==> src/rtl/mem_stage_pkg.sv <==
// Shared constants for the memory stage: load/store funct3 codes, FSM encodings, byte-enable masks.
package mem_stage_pkg;

  localparam logic [2:0] LB  = 3'b000;
  localparam logic [2:0] LH  = 3'b001;
  localparam logic [2:0] LW  = 3'b010;
  localparam logic [2:0] LBU = 3'b100;
  localparam logic [2:0] LHU = 3'b101;

  localparam logic [2:0] SB  = 3'b000;
  localparam logic [2:0] SH  = 3'b001;
  localparam logic [2:0] SW  = 3'b010;

  localparam logic [0:0] MEM_IDLE = 1'b0;
  localparam logic [0:0] MEM_BUS  = 1'b1;

  localparam logic [3:0] BE_NONE = 4'b0000;
  localparam logic [3:0] BE_ALL  = 4'b1111;

endpackage

==> src/rtl/mem_stage_if.sv <==
// Data-bus req/ack interface between the memory stage (master) and the data memory (slave).
interface mem_stage_if #(
  parameter int DATA_WIDTH = 32
);
  logic                  req;
  logic                  we;
  logic [DATA_WIDTH-1:0] addr;
  logic [DATA_WIDTH-1:0] wdata;
  logic [3:0]            be;
  logic                  ack;
  logic [DATA_WIDTH-1:0] rdata;

  modport master (output req, we, addr, wdata, be, input ack, rdata);
  modport slave  (input req, we, addr, wdata, be, output ack, rdata);
endinterface

==> src/rtl/mem_align.sv <==
// Combinational byte-lane steering: store enables/replication, load select/extend, access error.
// Zero latency; no flow control of its own.
module mem_align
  import mem_stage_pkg::*;
#(
  parameter int DATA_WIDTH = 32
) (
  input  logic [2:0]            funct3,
  input  logic [1:0]            addr_lo,
  input  logic [DATA_WIDTH-1:0] store_data,
  input  logic [DATA_WIDTH-1:0] rdata,
  input  logic                  is_load,
  input  logic                  is_store,
  output logic [3:0]            be,
  output logic [DATA_WIDTH-1:0] wdata,
  output logic [DATA_WIDTH-1:0] load_data,
  output logic                  err
);

  logic [7:0]  byte_sel;
  logic [15:0] half_sel;
  logic        misaligned;
  logic        illegal;

  assign byte_sel = rdata[{addr_lo, 3'b000} +: 8];
  assign half_sel = addr_lo[1] ? rdata[31:16] : rdata[15:0];

  // Store codes share encodings with LB/LH/LW; LBU/LHU have no store counterpart.
  always_comb begin
    be         = BE_NONE;
    wdata      = store_data;
    load_data  = rdata;
    misaligned = 1'b0;
    illegal    = 1'b0;
    case (funct3)
      LB: begin
        load_data = {{24{byte_sel[7]}}, byte_sel};
        be        = 4'b0001 << addr_lo;
        wdata     = {4{store_data[7:0]}};
      end
      LH: begin
        load_data  = {{16{half_sel[15]}}, half_sel};
        be         = 4'b0011 << {addr_lo[1], 1'b0};
        wdata      = {2{store_data[15:0]}};
        misaligned = addr_lo[0];
      end
      LW: begin
        be         = BE_ALL;
        misaligned = |addr_lo;
      end
      LBU: begin
        load_data = {24'd0, byte_sel};
        illegal   = is_store;
      end
      LHU: begin
        load_data  = {16'd0, half_sel};
        misaligned = addr_lo[0];
        illegal    = is_store;
      end
      default: illegal = 1'b1;
    endcase
    if (is_load && is_store) illegal = 1'b1;
    err = (is_load | is_store) & (misaligned | illegal);
  end

endmodule

==> src/rtl/mem_stage.sv <==
// Memory pipeline stage: ALU results pass in 1 cycle; loads/stores run a req/ack bus access (2 cycles + waits).
// Holds upstream via stall_o while an access is being issued or awaits ack.
module mem_stage
  import mem_stage_pkg::*;
#(
  parameter int DATA_WIDTH  = 32,
  parameter int RADDR_WIDTH = 5
) (
  input  logic                   clk_i,
  input  logic                   rst_n_i,
  input  logic                   valid_i,
  input  logic [RADDR_WIDTH-1:0] reg_waddr_i,
  input  logic                   reg_we_i,
  input  logic [DATA_WIDTH-1:0]  reg_wdata_i,
  input  logic                   mem_re_i,
  input  logic                   mem_we_i,
  input  logic [2:0]             mem_funct3_i,
  input  logic [DATA_WIDTH-1:0]  mem_wdata_i,
  input  logic                   flush_i,
  output logic                   stall_o,
  output logic                   valid_o,
  output logic [RADDR_WIDTH-1:0] reg_waddr_o,
  output logic                   reg_we_o,
  output logic [DATA_WIDTH-1:0]  reg_wdata_o,
  output logic                   err_o,
  mem_stage_if.master            dbus
);

  logic [0:0] state;
  logic [2:0] q_funct3;
  logic [1:0] q_addr_lo;
  logic       q_re;
  logic       q_rwe;
  logic       flush_pend;

  logic                  in_bus;
  logic                  mem_op;
  logic                  aligned_op;
  logic [3:0]            al_be;
  logic [DATA_WIDTH-1:0] al_wdata;
  logic [DATA_WIDTH-1:0] al_load_data;
  logic                  al_err;

  assign in_bus     = (state == MEM_BUS);
  assign mem_op     = valid_i & (mem_re_i | mem_we_i);
  assign aligned_op = mem_op & ~al_err;
  assign stall_o    = (~in_bus & aligned_op & ~flush_i) | (in_bus & ~dbus.ack);

  // While a transaction is open the aligner formats the latched request, not the held inputs.
  mem_align #(.DATA_WIDTH(DATA_WIDTH)) u_align (
    .funct3     (in_bus ? q_funct3  : mem_funct3_i),
    .addr_lo    (in_bus ? q_addr_lo : reg_wdata_i[1:0]),
    .store_data (mem_wdata_i),
    .rdata      (dbus.rdata),
    .is_load    (in_bus ? q_re      : mem_re_i),
    .is_store   (in_bus ? dbus.we   : mem_we_i),
    .be         (al_be),
    .wdata      (al_wdata),
    .load_data  (al_load_data),
    .err        (al_err)
  );

  always_ff @(posedge clk_i or negedge rst_n_i) begin
    if (!rst_n_i) begin
      state       <= MEM_IDLE;
      q_funct3    <= 3'd0;
      q_addr_lo   <= 2'd0;
      q_re        <= 1'b0;
      q_rwe       <= 1'b0;
      flush_pend  <= 1'b0;
      valid_o     <= 1'b0;
      reg_waddr_o <= '0;
      reg_we_o    <= 1'b0;
      reg_wdata_o <= '0;
      err_o       <= 1'b0;
      dbus.req    <= 1'b0;
      dbus.we     <= 1'b0;
      dbus.addr   <= '0;
      dbus.wdata  <= '0;
      dbus.be     <= BE_NONE;
    end else begin
      case (state)
        MEM_IDLE: begin
          valid_o     <= 1'b0;
          err_o       <= 1'b0;
          reg_we_o    <= 1'b0;
          reg_waddr_o <= reg_waddr_i;
          reg_wdata_o <= reg_wdata_i;
          if (valid_i && !flush_i) begin
            if (!mem_op) begin
              valid_o  <= 1'b1;
              reg_we_o <= reg_we_i;
            end else if (al_err) begin
              valid_o <= 1'b1;
              err_o   <= 1'b1;
            end else begin
              dbus.req   <= 1'b1;
              dbus.we    <= mem_we_i;
              dbus.addr  <= {reg_wdata_i[DATA_WIDTH-1:2], 2'b00};
              dbus.wdata <= al_wdata;
              dbus.be    <= al_be;
              q_funct3   <= mem_funct3_i;
              q_addr_lo  <= reg_wdata_i[1:0];
              q_re       <= mem_re_i;
              q_rwe      <= reg_we_i;
              flush_pend <= 1'b0;
              state      <= MEM_BUS;
            end
          end
        end
        MEM_BUS: begin
          if (flush_i) flush_pend <= 1'b1;
          // A flushed access still completes on the bus; only its writeback is suppressed.
          if (dbus.ack) begin
            dbus.req    <= 1'b0;
            state       <= MEM_IDLE;
            valid_o     <= ~(flush_pend | flush_i);
            reg_we_o    <= q_re & q_rwe & ~(flush_pend | flush_i);
            reg_wdata_o <= al_load_data;
          end
        end
        default: state <= MEM_IDLE;
      endcase
    end
  end

endmodule
==> src/flat_wrapper.sv <==
// flat-port wrapper written by rule: the top's interface ports become plain ports
module mem_stage_flat import mem_stage_pkg::*;
#(
  parameter int DATA_WIDTH  = 32,
  parameter int RADDR_WIDTH = 5
)
  (clk_i, rst_n_i, valid_i, reg_waddr_i, reg_we_i, reg_wdata_i, mem_re_i, mem_we_i, mem_funct3_i, mem_wdata_i, flush_i, stall_o, valid_o, reg_waddr_o, reg_we_o, reg_wdata_o, err_o, dbus_req, dbus_we, dbus_addr, dbus_wdata, dbus_be, dbus_ack, dbus_rdata);
  mem_stage_if #(.DATA_WIDTH(DATA_WIDTH)) dbus_i ();
  input  logic clk_i;
  input  logic rst_n_i;
  input  logic valid_i;
  input  logic [RADDR_WIDTH-1:0] reg_waddr_i;
  input  logic reg_we_i;
  input  logic [DATA_WIDTH-1:0] reg_wdata_i;
  input  logic mem_re_i;
  input  logic mem_we_i;
  input  logic [2:0] mem_funct3_i;
  input  logic [DATA_WIDTH-1:0] mem_wdata_i;
  input  logic flush_i;
  output logic stall_o;
  output logic valid_o;
  output logic [RADDR_WIDTH-1:0] reg_waddr_o;
  output logic reg_we_o;
  output logic [DATA_WIDTH-1:0] reg_wdata_o;
  output logic err_o;
  output wire logic [$bits(dbus_i.req)-1:0] dbus_req;
  output wire logic [$bits(dbus_i.we)-1:0] dbus_we;
  output wire logic [$bits(dbus_i.addr)-1:0] dbus_addr;
  output wire logic [$bits(dbus_i.wdata)-1:0] dbus_wdata;
  output wire logic [$bits(dbus_i.be)-1:0] dbus_be;
  input wire logic [$bits(dbus_i.ack)-1:0] dbus_ack;
  input wire logic [$bits(dbus_i.rdata)-1:0] dbus_rdata;
  assign dbus_req = dbus_i.req;
  assign dbus_we = dbus_i.we;
  assign dbus_addr = dbus_i.addr;
  assign dbus_wdata = dbus_i.wdata;
  assign dbus_be = dbus_i.be;
  assign dbus_i.ack = dbus_ack;
  assign dbus_i.rdata = dbus_rdata;
  mem_stage #(.DATA_WIDTH(DATA_WIDTH), .RADDR_WIDTH(RADDR_WIDTH)) u_core (.clk_i(clk_i), .rst_n_i(rst_n_i), .valid_i(valid_i), .reg_waddr_i(reg_waddr_i), .reg_we_i(reg_we_i), .reg_wdata_i(reg_wdata_i), .mem_re_i(mem_re_i), .mem_we_i(mem_we_i), .mem_funct3_i(mem_funct3_i), .mem_wdata_i(mem_wdata_i), .flush_i(flush_i), .stall_o(stall_o), .valid_o(valid_o), .reg_waddr_o(reg_waddr_o), .reg_we_o(reg_we_o), .reg_wdata_o(reg_wdata_o), .err_o(err_o), .dbus(dbus_i));
endmodule
==> config.mk <==
export PLATFORM = sky130hd
export DESIGN_NAME = mem_stage_flat
export DESIGN_NICKNAME = d
export VERILOG_FILES = /design/src/rtl/mem_stage_pkg.sv /design/src/rtl/mem_stage_if.sv /design/src/rtl/mem_align.sv /design/src/rtl/mem_stage.sv /design/src/flat_wrapper.sv
export SDC_FILE = /design/constraint.sdc
export NUM_CORES = 1
export LEC_CHECK = 0
export CORE_MARGIN = 2
export CORE_UTILIZATION = 40
export CTS_CLUSTER_SIZE = 40
export DETAILED_ROUTE_END_ITERATION = 8
export PLACE_DENSITY = 0.74
export SLEW_MARGIN = 0
export SYNTH_ARGS = -nofsm -noshare
export SYNTH_HDL_FRONTEND = slang
export SYNTH_HIERARCHICAL = 1
export SYNTH_SLANG_ARGS = --single-unit
==> constraint.sdc <==
create_clock -name clk_i -period 5 [get_ports clk_i]
set_clock_uncertainty 0.05 [all_clocks]
set_input_delay 0.5 -clock clk_i [delete_from_list [all_inputs] [get_ports clk_i]]
set_output_delay 0.5 -clock clk_i [all_outputs]
set_load 0.03 [all_outputs]
[Word level (Yosys, flattened, before mapping)]
Index checks and enable logic that the tools add are counted.
Cells by class
  eq/ne operators: 9
  multiplexer cells: 39
  shift-type cells: 3
  bitwise gates (word level): 18
  reduce and logical (&&, ||, !) cells: 11
Operator list (count)
  case mux 32 bit (2 select lines): 2
  case mux 32 bit (4 select lines): 1
  2-to-1 mux 32 bit: 1
  indexed part select 32 x 6 -> 8 bit: 1
  2-to-1 mux 1 bit: 24
  2-to-1 mux 16 bit: 1
  case mux 1 bit (2 select lines): 7
  case mux 4 bit (3 select lines): 1
  AND reduction 4 bit: 3
  AND 1 bit: 8
  != test 2 bit, second input constant: 4
  == test 3 bit, second input constant: 2
  OR reduction 2 bit: 3
  NOT 1 bit: 5
  OR 1 bit: 5
  << shifter 1 x 2 -> 4 bit, first input constant: 1
  << shifter 2 x 2 -> 4 bit, first input constant: 1
  == test 3 x 1 -> 1 bit, second input constant: 1
  == test 3 x 2 -> 1 bit, second input constant: 1
  logical NOT 3 bit: 1
  2-to-1 mux 3 bit: 1
  OR reduction 3 bit: 1
  logical AND 1 bit: 2
  2-to-1 mux 2 bit: 1
  other kinds (2): 2
Word-level totals
  logic and storage cells: 96
  flip-flop bits (word level): 117

[Depth between registers and ports, before layout]
Gate-level depths: netlist (run 1).
  depth in word-level cells: 12
  mapped depth: 13

[Hierarchy]
The synthesis (run 1) kept the hierarchy.
Modules (own cells, without submodules)
  mem_stage: instances 1, seq. area each 2927.8 um^2, area each 4782.1 um^2, cells an instance 348
  mem_align: instances 1, seq. area each 0.0 um^2, area each 1077.3 um^2, cells an instance 163

[Worst setup path after synthesis (run 1)]
Ideal clock, no wire load.
  path kind: register -> output
  from: register u_core.state (netlist: u_core/in_bus)
  to: output port stall_o
  slack: 1391 ps
  required time: 4450 ps
  stages on the path, launching flop included: 14
  arrival: 3059 ps
  path through: dfrtp_1 -> clkbuf_1 -> clkbuf_1 -> mux2_2 -> buf_6 -> buf_2 -> nor2_1 -> a21oi_1 -> o21a_1 -> o22a_1 -> nor3_4 -> buf_6 -> buf_6 -> nand2b_1
On the way
  word-level cells in the longest chain between the ends: 12
  elaborated cells on any way between the ends: 27
Ends and longest elaborated chain
  from (decl): RTL line mem_stage.sv:29  | logic [0:0] state;
  from (signal assigned): RTL line mem_stage.sv:65  | state <= MEM_IDLE;
  from (signal assigned): RTL line mem_stage.sv:107  | state <= MEM_BUS;
  from (signal assigned): RTL line mem_stage.sv:116  | state <= MEM_IDLE;
  2-to-1 mux 3 bit: RTL line mem_stage.sv:51  | .funct3 (in_bus ? q_funct3 : mem_funct3_i),
  == test 3 x 2 -> 1 bit, or another cell as far along: RTL line mem_align.sv:35  | case (funct3)
  OR reduction 3 bit (no source line) or OR reduction 2 bit (tied branches)
  case mux 1 bit (2 select lines): RTL line mem_align.sv:35
  2-to-1 mux 1 bit: RTL line mem_align.sv:62  | if (is_load && is_store) illegal = 1'b1;
  OR 1 bit: RTL line mem_align.sv:63  | err = (is_load | is_store) & (misaligned | illegal);
  AND 1 bit (*): RTL line mem_align.sv:63
  net u_core.al_err: RTL line mem_stage.sv:42  | logic al_err;
  NOT 1 bit (no source line) (*)
  AND 1 bit (*): RTL line mem_stage.sv:46  | assign aligned_op = mem_op & ~al_err;
  AND 1 bit (*) (2 in series): RTL line mem_stage.sv:47  | assign stall_o = (~in_bus & aligned_op & ~flush_i) | (in_bus & ~dbus.ack);
  OR 1 bit (*): RTL line mem_stage.sv:47
  to (decl): RTL line flat_wrapper.sv:20  | output logic stall_o;
Mark *: on every way through the listed nets, which the timed path passes. The rest lies on a longest branch.

[Worst setup path in the final report (run 1)]
Same ends and word-level chain as after synthesis.

==> results of run 1 <==
==> cells in the final DEF (no fill, tap or decap), drive strengths merged, types with 2 or more instances in the layout <==
master	instances
a21oi	45
a221o	8
a22oi	7
and2	2
buf	10
bufinv	2
clkbuf	22
clkdlybuf4s50	218
clkinv	6
clkinvlp	2
conb	2
dfrtp	117
inv	4
mux2	109
mux2i	40
nand2	45
nand2b	3
nor2	49
nor2b	2
nor3	3
o21a	4
o21ai	15
==> worst paths after layout <==
path,start,end,slack [ps],cells after the start
min in group clk_i,u_core/dbus.wdata[30]$_DFFE_PN0P_,u_core/dbus.wdata[30]$_DFFE_PN0P_,430,1
max in group asynchronous,rst_n_i,u_core/in_bus$_DFF_PN0_,3520,2
worst min-delay path,rst_n_i,u_core/dbus.addr[20]$_DFFE_PN0P_,100,1
worst max-delay path,u_core/in_bus$_DFF_PN0_,stall_o,870,9
worst min register to register,u_core/dbus.wdata[30]$_DFFE_PN0P_,u_core/dbus.wdata[30]$_DFFE_PN0P_,430,1
worst max register to register,u_core/in_bus$_DFF_PN0_,u_core/dbus.addr[5]$_DFFE_PN0P_,1160,9
==> through the flow <==
step                      area (µm²)  total power [W]
final                           8650         0.004991
after floorplan                 5863         0.002826
after global placement          8070         0.003754
after detailed placement        8070         0.003818
after CTS                       8650         0.005034
after global routing            8650         0.005223
==> layer usage <==
metal  share of wire (%)  up-vias
met5                   0        -
li1                    -     2199
met3                 8.4       18
met2                  50      184
met1                  41     2255
met4                 1.0        0
==> sequential cells by signal, summed over array words and instances, names as in the netlist <==
name	flops
u_core/dbus.addr	30
u_core/dbus.be	4
u_core/dbus.req	1
u_core/dbus.wdata	32
u_core/dbus.we	1
u_core/err_o	1
u_core/flush_pend	1
u_core/in_bus	1
u_core/q_addr_lo	2
u_core/q_funct3	3
u_core/q_re	1
u_core/q_rwe	1
u_core/reg_waddr_o	5
u_core/reg_wdata_o	32
u_core/reg_we_o	1
u_core/valid_o	1
==> cell type report <==
class | count | area share [%]
Multi-Input combinational cell | 345 | 30.54
Inverter | 4 | 0.1736
Timing Repair Buffer | 228 | 26.07
Clock buffer | 22 | 5.482
Tap cell | 184 | 2.662
Clock inverter | 10 | 1.215
Sequential cell | 117 | 33.86
==> worst register-to-register path: stages, from the launching register on <==
cell and delay [ps]:
sky130_fd_sc_hd__dfrtp_2 590, sky130_fd_sc_hd__buf_4 440, sky130_fd_sc_hd__mux2_2 430, sky130_fd_sc_hd__nor2_1 180
sky130_fd_sc_hd__a21oi_1 110, sky130_fd_sc_hd__o21a_1 170, sky130_fd_sc_hd__o22a_1 230, sky130_fd_sc_hd__nor3_4 200
sky130_fd_sc_hd__buf_4 800, sky130_fd_sc_hd__mux2_2 500
==> cells by family after synthesis <==
group	count (synthesis)	synth area share (%)
buffers and inverters	50	5.061
other	1	0.06400
muxes	150	28.17
DFF	117	49.97
AOI/OAI and AO/OA	86	9.076
and+or+nand+nor	107	7.666
==> power by group <==
part,switching [W],internal [W]
sequential,0.000207,0.00132
combinational,0.00125,0.00103
clock,0.000422,0.000767
total,0.00188,0.00311
==> results.sh, run 1 <==
export IMPL_run_status="finished, final reports clean"
export IMPL_multiInputGateArea_um2=2641
export IMPL_grt_most_used_layer="met2"
export IMPL_place_detailed_instances=878
export IMPL_synthDominantAreaCellType="sky130_fd_sc_hd__dfrtp_1"
export IMPL_dr_total_vias=4656
export IMPL_area_occupied_by_registers_um2=2929
export IMPL_critical_path_cell_chain="buf_4 -> mux2_2 -> nor2_1 -> a21oi_1 -> o21a_1 -> o22a_1 -> nor3_4 -> nand2b_1 -> clkdlybuf4s50_1"
export IMPL_detail_route_wl_per_cell_um=18.56
export IMPL_synth_async_reset_ratio_pct=100.0
export IMPL_routed_via_density=5.116
export IMPL_drv_cap=0
export IMPL_timing_fmax_ghz=0.2420
export IMPL_drtPass1Iterations=4
export IMPL_postSynthRegisterBits=117
export IMPL_critical_path_slowest_cell="sky130_fd_sc_hd__clkdlybuf4s50_1"
export IMPL_post_route_cells_drive_above_1_share_pct=19.15
export IMPL_wire_length_of_the_first_global_routing_pass_um=26450
export IMPL_cts_repair_timing_setup_buffer_count=0
export IMPL_core_um2=14420
export IMPL_pre_cts_ws_ps=1163
export IMPL_ys_flop_type="sky130_fd_sc_hd__dfrtp_1"
export IMPL_synth_cell_types=35
export IMPL_use_met1_pct=26.12
export IMPL_globalRouteOverflowTotal=0
export IMPL_insertion_delay_to_the_later_sink_of_the_worst_skew_pair_ps=410
export IMPL_power_density_nw_per_um2=577.1
export IMPL_layout_nets=825
export IMPL_vdd_drop_max_mv=0.4437
export IMPL_clk_root_buffer_cell="sky130_fd_sc_hd__clkbuf_16"
export IMPL_worst_setup_path_type="register to output pin"
export IMPL_first_global_vias=4905
export IMPL_synth_enable_flop_cells=0
export IMPL_final_hold_slack_ps=98.05
export IMPL_static_leakage_power_nw=3.697
export IMPL_post_synth_inst_count=511
export IMPL_ctsResizeCount=0
export IMPL_initial_utilization_pct=40.62
export IMPL_antenna_violations_before_repair=0
export IMPL_number_of_rows_in_the_core_area=44
export IMPL_die_h_um=125.0
export IMPL_worst_path_largest_cell_delay_ps=670
export IMPL_post_route_worst_setup_slack_ps=867.7
export IMPL_clock_pin_slew_worst_setup_and_hold_paths_ps=60
export IMPL_fin_crit_sh_pct=82.65
export IMPL_critPathMaxFanout=41
export IMPL_worst_endpoint_required_ps=4450
export IMPL_clock_sinks=117
export IMPL_critical_path_endpoint_type="output pin"
export IMPL_die_w_um=125.0
export IMPL_fin_tns_setup_ps=0
export IMPL_crit_path_start_kind="register"
export IMPL_cts_tree="built"
export IMPL_min_delay_path_class="input pin to async pin"
export IMPL_finalHoldViolCount=0
export IMPL_groute_usage_overall_pct=21.50
export IMPL_synth_sequential_area_ratio_pct=49.97
export IMPL_cts_made_buffers=17
export IMPL_drt_antenna_violating_nets=0
export IMPL_antennaDiodeCount=0
export IMPL_synthMostInstantiatedCell="sky130_fd_sc_hd__dfrtp_1"
export IMPL_drt_iter0_markers=235
export IMPL_worstMarginPinSlew_ps=1035
export IMPL_route_final_wire_length_um=16890
export IMPL_slew_viol_final=0
export IMPL_final_setup_viol_count=0
export IMPL_worst_rel_slew_slack_pct=31.02
export IMPL_fillers=1213
export IMPL_pin_count_of_the_biggest_net_entering_global_routing=78
export IMPL_ctsHtreeMaxLevel=4
export IMPL_drt_drc_violations_left=0
export IMPL_layoutNonFillerInstCount=910
export IMPL_rsz_0062_raised_after_global_routing="false"
export IMPL_syn2layout_area_growth_pct=47.62
export IMPL_synth_top_cells_by_area="sky130_fd_sc_hd__dfrtp_1 50%, sky130_fd_sc_hd__mux2_2 18%, sky130_fd_sc_hd__mux2i_1 6.8%"
export IMPL_synthTopCellsByCount="117 x sky130_fd_sc_hd__dfrtp_1, 93 x sky130_fd_sc_hd__mux2_2, 49 x sky130_fd_sc_hd__nor2_1"
export IMPL_io_pins=223
export IMPL_post_cts_hold_buffer_count=0
export IMPL_cts_path_max_buffers=2
export IMPL_port_buffers=220
export IMPL_synth_warnings=6
export IMPL_die_area_um2=15630
export IMPL_globalRouteMet2Util_pct=36.06
export IMPL_crit_arrival_ps=3580
export IMPL_final_core_util_pct=59.97
export IMPL_synth_top_cell_area_share_pct=49.97
export IMPL_syn_mean_instance_area_um2=11.47
export IMPL_cp_num_buf_inv=2
export IMPL_synth_area_um2=5859
export IMPL_layout_min_cycle_time_ps=4132
export IMPL_globalRouteMet3Util_pct=8.087
export IMPL_detailed_place_hpwl_um=12180
export IMPL_routabilityCongestion=0.8009
export IMPL_top_cell_family_by_delay_on_the_critical_path="buffers and inverters"
(Power assumes the default switching activity.)
==> inputs of run 2 (changes only) <==
==> constraint.sdc (replaced) <==
create_clock -name clk_i -period 4.27 [get_ports clk_i]
set_clock_uncertainty 0.05 [all_clocks]
set_input_delay 0.427 -clock clk_i [delete_from_list [all_inputs] [get_ports clk_i]]
set_output_delay 0.427 -clock clk_i [all_outputs]
set_load 0.03 [all_outputs]
==> results.sh, run 2 (synthesized netlist as in run 1, its figures left out) <==
export IMPL_cts_path_max_buffers=2
export IMPL_number_of_rows_in_the_core_area=44
export IMPL_first_global_vias=5038
export IMPL_die_area_um2=15630
export IMPL_drt_iter0_markers=159
export IMPL_fillers=1203
export IMPL_die_w_um=125.0
export IMPL_wire_length_of_the_first_global_routing_pass_um=27210
export IMPL_antenna_violations_before_repair=0
export IMPL_run_status="finished, final reports clean"
export IMPL_detail_route_wl_per_cell_um=18.76
export IMPL_die_h_um=125.0
export IMPL_clock_pin_slew_worst_setup_and_hold_paths_ps=50
export IMPL_power_total_w=0.005866
export IMPL_area_occupied_by_registers_um2=2929
export IMPL_pin_count_of_the_biggest_net_entering_global_routing=61
export IMPL_detailed_place_hpwl_um=12620
export IMPL_crit_path_start_kind="register"
export IMPL_groute_usage_overall_pct=22.16
export IMPL_layout_min_cycle_time_ps=3529
export IMPL_routabilityCongestion=0.8462
export IMPL_rsz_0062_raised_after_global_routing="false"
export IMPL_cts_tree="built"
export IMPL_critical_path_slowest_cell="sky130_fd_sc_hd__dfrtp_2"
export IMPL_worst_endpoint_required_ps=3790
export IMPL_initial_utilization_pct=40.62
export IMPL_critical_path_cell_chain="buf_4 -> mux2_2 -> a21oi_1 -> a21oi_1 -> o21a_1 -> o22a_1 -> nor3_4 -> nand2b_1 -> buf_4"
export IMPL_antennaDiodeCount=0
export IMPL_final_core_util_pct=60.11
export IMPL_top_cell_family_by_delay_on_the_critical_path="buffers and inverters"
export IMPL_power_density_nw_per_um2=676.5
export IMPL_post_route_worst_setup_slack_ps=741.5
export IMPL_timing_fmax_ghz=0.2834
export IMPL_vdd_drop_max_mv=0.4390
export IMPL_worstMarginPinSlew_ps=787.6
export IMPL_drt_antenna_violating_nets=0
export IMPL_worst_setup_path_type="register to output pin"
export IMPL_drt_met1_wl_um=7043
export IMPL_drt_drc_violations_left=0
export IMPL_layout_commonest_cell="sky130_fd_sc_hd__clkdlybuf4s50_1"
export IMPL_ctsHtreeMaxLevel=4
export IMPL_clk_root_buffer_cell="sky130_fd_sc_hd__clkbuf_16"
export IMPL_worst_path_largest_cell_delay_ps=610
export IMPL_critPathMaxFanout=42
export IMPL_crit_path_start="u_core/in_bus$_DFF_PN0_"
export IMPL_finalHoldViolCount=0
export IMPL_cts_repair_timing_setup_buffer_count=0
export IMPL_routed_via_density=5.189
export IMPL_dr_total_vias=4722
export IMPL_final_hold_slack_ps=32.74
export IMPL_insertion_delay_to_the_later_sink_of_the_worst_skew_pair_ps=410
export IMPL_fin_crit_sh_pct=82.63
export IMPL_drtPass1Iterations=5
export IMPL_crit_arrival_ps=3050
export IMPL_highest_layer="met4"
export IMPL_route_met3_wl_um=1286
export IMPL_multiInputGateArea_um2=2641
export IMPL_post_cts_hold_buffer_count=0
export IMPL_final_setup_viol_count=0
export IMPL_pre_cts_ws_ps=786.4
export IMPL_worst_rel_slew_slack_pct=47.49
export IMPL_reg_largest_list="u_core/dbus.wdata (32), u_core/reg_wdata_o (32), u_core/dbus.addr (30)"
export IMPL_fin_tns_setup_ps=0
export IMPL_ctsResizeCount=0
export IMPL_met2RoutedLength_um=8338
export IMPL_io_pins=223
export IMPL_globalRouteOverflowTotal=0
export IMPL_min_delay_path_class="input pin to async pin"
export IMPL_critical_r2r_launch="u_core/in_bus$_DFF_PN0_"
export IMPL_post_route_cells_drive_above_1_share_pct=19.01
export IMPL_port_buffers=220
export IMPL_layout_nets=827
export IMPL_clock_sinks=117
export IMPL_drv_cap=0
export IMPL_route_final_wire_length_um=17070
export IMPL_slew_viol_final=0
export IMPL_syn2layout_area_growth_pct=47.98
export IMPL_static_leakage_power_nw=3.713
export IMPL_cts_made_buffers=17
export IMPL_most_common_layout_cells="217 x sky130_fd_sc_hd__clkdlybuf4s50_1, 116 x sky130_fd_sc_hd__dfrtp_1, 93 x sky130_fd_sc_hd__mux2_2"
export IMPL_cp_num_buf_inv=2
export IMPL_critical_path_endpoint_type="output pin"
export IMPL_core_um2=14420
==> run 2: changes by cell type in the layout (fill, tap and decap cells not counted) <==
cell and change:
sky130_fd_sc_hd__clkinv_2 -5, sky130_fd_sc_hd__buf_4 +3, sky130_fd_sc_hd__clkbuf_8 +3, sky130_fd_sc_hd__clkbuf_1 +2, sky130_fd_sc_hd__clkinvlp_4 -2, sky130_fd_sc_hd__clkdlybuf4s50_1 -1
==> run 2: routing by layer <==
metal	up-vias	track usage, %
met2	185	36.73
met4	0	8.758
li1	2196	-
met1	2310	26.55
met5	-	0
met3	31	7.702
==> run 2: power by group <==
part / internal (W) / switching (W)
Sequential: 0.00154 / 0.000242
Combinational: 0.00120 / 0.00146
Clock: 0.000944 / 0.000472
Total: 0.00369 / 0.00218
==> run 2: cell type report <==
class	instances	area share [%]
inverters	4	0.1732
flip-flops and latches	117	33.78
repair buffers	230	26.15
clock buffers	27	6.032
multi-input cells	345	30.46
clock inverters	3	0.7504
well taps	184	2.655
==> run 2: final timing paths <==
path / depth (start not counted) / end / slack (ps)
worst max-delay path: 9 / stall_o / 740
min in group clk_i: 1 / u_core/q_addr_lo[0]$_DFFE_PN0P_ / 430
worst min-delay path: 1 / u_core/dbus.addr[17]$_DFFE_PN0P_ / 30
worst min register to register: 1 / u_core/q_addr_lo[0]$_DFFE_PN0P_ / 430
worst max register to register: 9 / u_core/dbus.addr[8]$_DFFE_PN0P_ / 850
max in group asynchronous: 2 / u_core/dbus.addr[30]$_DFFE_PN0P_ / 3210
==> run 2: stage by stage <==
stage | instance area, µm² | std cells
CTS | 8671 | 910
detailed placement | 8083 | 880
floorplan | 5863 | 512
finish | 8671 | 910
global route | 8671 | 910
global placement | 8083 | 880
==> run 2: worst reg2reg max path, cell delays in order (launching register included) <==
cell	delay [ps]
sky130_fd_sc_hd__dfrtp_2	610
sky130_fd_sc_hd__buf_4	480
sky130_fd_sc_hd__mux2_2	410
sky130_fd_sc_hd__a21oi_1	110
sky130_fd_sc_hd__a21oi_1	80
sky130_fd_sc_hd__o21a_1	190
sky130_fd_sc_hd__o22a_1	230
sky130_fd_sc_hd__nor3_4	240
sky130_fd_sc_hd__buf_4	490
sky130_fd_sc_hd__mux2_2	430
==> RTL change (flow settings as in run 2) <==
Register the output `err_o` once more, cleared by the reset; this adds one clock of latency there. The other outputs are not delayed to match.
--- a/src/rtl/mem_stage.sv
+++ b/src/rtl/mem_stage.sv
@@ -25,6 +25,8 @@
   output logic                   err_o,
   mem_stage_if.master            dbus
 );
+
+  logic err_s0;
 
   logic [0:0] state;
   logic [2:0] q_funct3;
@@ -72,7 +74,7 @@
       reg_waddr_o <= '0;
       reg_we_o    <= 1'b0;
       reg_wdata_o <= '0;
-      err_o       <= 1'b0;
+      err_s0      <= 1'b0;
       dbus.req    <= 1'b0;
       dbus.we     <= 1'b0;
       dbus.addr   <= '0;
@@ -82,7 +84,7 @@
       case (state)
         MEM_IDLE: begin
           valid_o     <= 1'b0;
-          err_o       <= 1'b0;
+          err_s0      <= 1'b0;
           reg_we_o    <= 1'b0;
           reg_waddr_o <= reg_waddr_i;
           reg_wdata_o <= reg_wdata_i;
@@ -92,7 +94,7 @@
               reg_we_o <= reg_we_i;
             end else if (al_err) begin
               valid_o <= 1'b1;
-              err_o   <= 1'b1;
+              err_s0  <= 1'b1;
             end else begin
               dbus.req   <= 1'b1;
               dbus.we    <= mem_we_i;
@@ -124,4 +126,12 @@
     end
   end
 
+  always_ff @(posedge clk_i or negedge rst_n_i) begin
+    if (!rst_n_i) begin
+      err_o <= '0;
+    end else begin
+      err_o <= err_s0;
+    end
+  end
+
 endmodule
Formal check against the unedited RTL: not equivalent (a bounded check fails within 4 cycles, from zero or initial values and one cycle with rst_n_i low).
==> RTL change against run 2 <==
Critical path depth fell by 1; global-route usage fell by 0.45 points; design area rose by 0.23%; worst hold slack improved by 290 ps; clock power fell by 4%; area after synthesis rose by 0.43%; setup slack improved by 190 ps; sequential cell count rose by 1; power fell by 1.0%; critical path type unchanged; highest routed layer unchanged; routed wire length fell by 2.7%.
==> RTL change: results (changes against run 2) <==
{
  "synthTopCellsByArea": {"value": "sky130_fd_sc_hd__dfrtp_1 50%, sky130_fd_sc_hd__mux2_2 18%, sky130_fd_sc_hd__mux2i_1 6.8%", "change": "unchanged"},
  "dpl-instance-area": {"value": 8120, "unit": "sq um", "change": "was 8080 sq um"},
  "drt-wirelength-per-cell": {"value": 18.2, "unit": "um", "change": "was 18.8 um"},
  "slew_headroom": {"value": 54.9, "unit": "%", "change": "was 47.5%"},
  "clk_transition_reported_paths": {"value": 50, "unit": "ps", "change": "about the same"},
  "post_synth_mux_area_share": {"value": 28.0, "unit": "%", "change": "was 28.2%"},
  "yosys_warnings": {"value": 6, "change": "unchanged"},
  "worst_setup_path_startpoint": {"value": "u_core/in_bus", "change": "unchanged"},
  "route.met3.wl": {"value": 1.40, "unit": "mm", "change": "was 1.29 mm"},
  "grt_pass1_vias": {"value": 4996, "change": "was 5038"},
  "wl_met2": {"value": 7.86, "unit": "mm", "change": "was 8.34 mm"},
  "m1WireLength": {"value": 6.99, "unit": "mm", "change": "was 7.04 mm"},
  "holdCritPathClass": {"value": "reg -> reg", "change": "was in -> async"},
  "drt-initial-drc-count": {"value": 231, "change": "was 159"},
  "final_layout_size_suffix_gt1_share": {"value": 19.5, "unit": "%", "change": "was 19.0%"},
  "route.vias.total": {"value": 4784, "change": "was 4722"},
  "final_net_count": {"value": 830, "change": "was 827"},
  "hp-start": {"value": "u_core/err_s0"},
  "crit_path_max_fanout": {"value": 23, "change": "was 42"},
  "nFillCells": {"value": 1192, "change": "was 1203"},
  "p_leak": {"value": 3.72, "unit": "nW", "change": "was 3.71 nW"},
  "peakVddDrop": {"value": 0.000391, "unit": "V", "change": "was 0.000439 V"},
  "status": {"value": "completed", "change": "unchanged"},
  "grt.total_usage": {"value": 21.7, "unit": "%", "change": "was 22.2%"},
  "cp.arrival": {"value": 2860, "unit": "ps", "change": "was 3050 ps"},
  "max_stage_delay": {"value": 660, "unit": "ps", "change": "was 610 ps"},
  "first_pass_grt_wire_length": {"value": 26.8, "unit": "mm", "change": "was 27.2 mm"},
  "antenna_found_initial": {"value": 0, "change": "unchanged"},
  "rr_worst_depth": {"value": 8, "change": "was 9"},
  "detailedPlacementHpwl": {"value": 12.3, "unit": "mm", "change": "was 12.6 mm"},
  "ys_seq_area_share": {"value": 50.2, "unit": "%", "change": "was 50.0%"},
  "fraction_of_the_mapped_netlist_area_in_compound_gates": {"value": 9.04, "unit": "%", "change": "was 9.08%"},
  "globalplace.congestion": {"value": 0.804, "change": "was 0.846"},
  "cp_slowest_cell": {"value": "sky130_fd_sc_hd__dfrtp_2", "change": "unchanged"},
  "worstSkewPairLatency": {"value": 410, "unit": "ps", "change": "about the same"},
  "ys_top_cells_by_count": {"value": "118 x sky130_fd_sc_hd__dfrtp_1, 93 x sky130_fd_sc_hd__mux2_2, 49 x sky130_fd_sc_hd__nor2_1", "change": "was 117 x sky130_fd_sc_hd__dfrtp_1, 93 x sky130_fd_sc_hd__mux2_2, 49 x sky130_fd_sc_hd__nor2_1"},
  "grt_start_max_net_pins": {"value": 51, "change": "was 61"}
}
==> RTL change: cell types whose count changed after synthesis, sizes merged <==
cell	before	now
dfrtp	117	118
buf	30	32
clkbuf	16	14
==> RTL change: layer usage <==
metal / vias up / track usage, %
met2: 224 / 34.5
met4: 0 / 8.10
met3: 28 / 7.06
met1: 2326 / 27.8
li1: 2206 / -
met5: - / 0
==> RTL change: cell families (layout without fill, tap and decap cells) <==
kind of cell           count (synthesis)  in the layout
multiplexers                         150            150
flip-flops                           118            118
AND/OR/NAND/NOR                      107            107
AO/OA/AOI/OAI                         86             86
buffers and inverters                 50            267
other                                  1              2
==> RTL change: layout make-up <==
class,instances,share of cell area [%]
tap,184,2.65
inverter,4,0.173
clock buffer,21,5.30
clock inverter,10,1.21
multi-input combinational,345,30.4
timing repair buffer,232,26.3
sequential,118,34.0
==> RTL change: worst max-delay path, delay by kind of cell, from the launching register on <==
family / cells / cell delay (ps)
AO/OA/AOI/OAI: 3 / 550
buffers and inverters: 1 / 170
flip-flops: 1 / 660
multiplexers: 1 / 490
AND/OR/NAND/NOR: 3 / 580
==> RTL change: path summary, 6_finish.rpt <==
kind	to	slack (ps)
max	stall_o	930
min	u_core/err_o	320
max reg2reg	u_core/dbus.addr[2]	940
min reg2reg	u_core/err_o	320
max in group asynchronous	u_core/in_bus	2740
min in group asynchronous	u_core/dbus.wdata[21]	470
==> RTL change: power by group <==
group	total (mW)	internal, mW	switching [mW]
Sequential	1.80	1.55	0.244
Clock	1.37	0.878	0.489
Combinational	2.64	1.21	1.44
Total	5.81	3.64	2.17
==> RTL change: timing repair <==
action,CTS,global route
endpoints found under the hold margin,35,0
hold buffers,1,0
setup endpoints to repair,0,0
==> RTL change: per-stage QoR <==
step	power [mW]	instances	setup WS, ps	hold slack (ps)
after global placement	4.40	882	962	313
after floorplan	3.32	513	734	81.4
after CTS	5.86	914	892	324
after detailed placement	4.46	882	887	311
after global routing	6.10	914	701	339
final	5.81	914	932	322
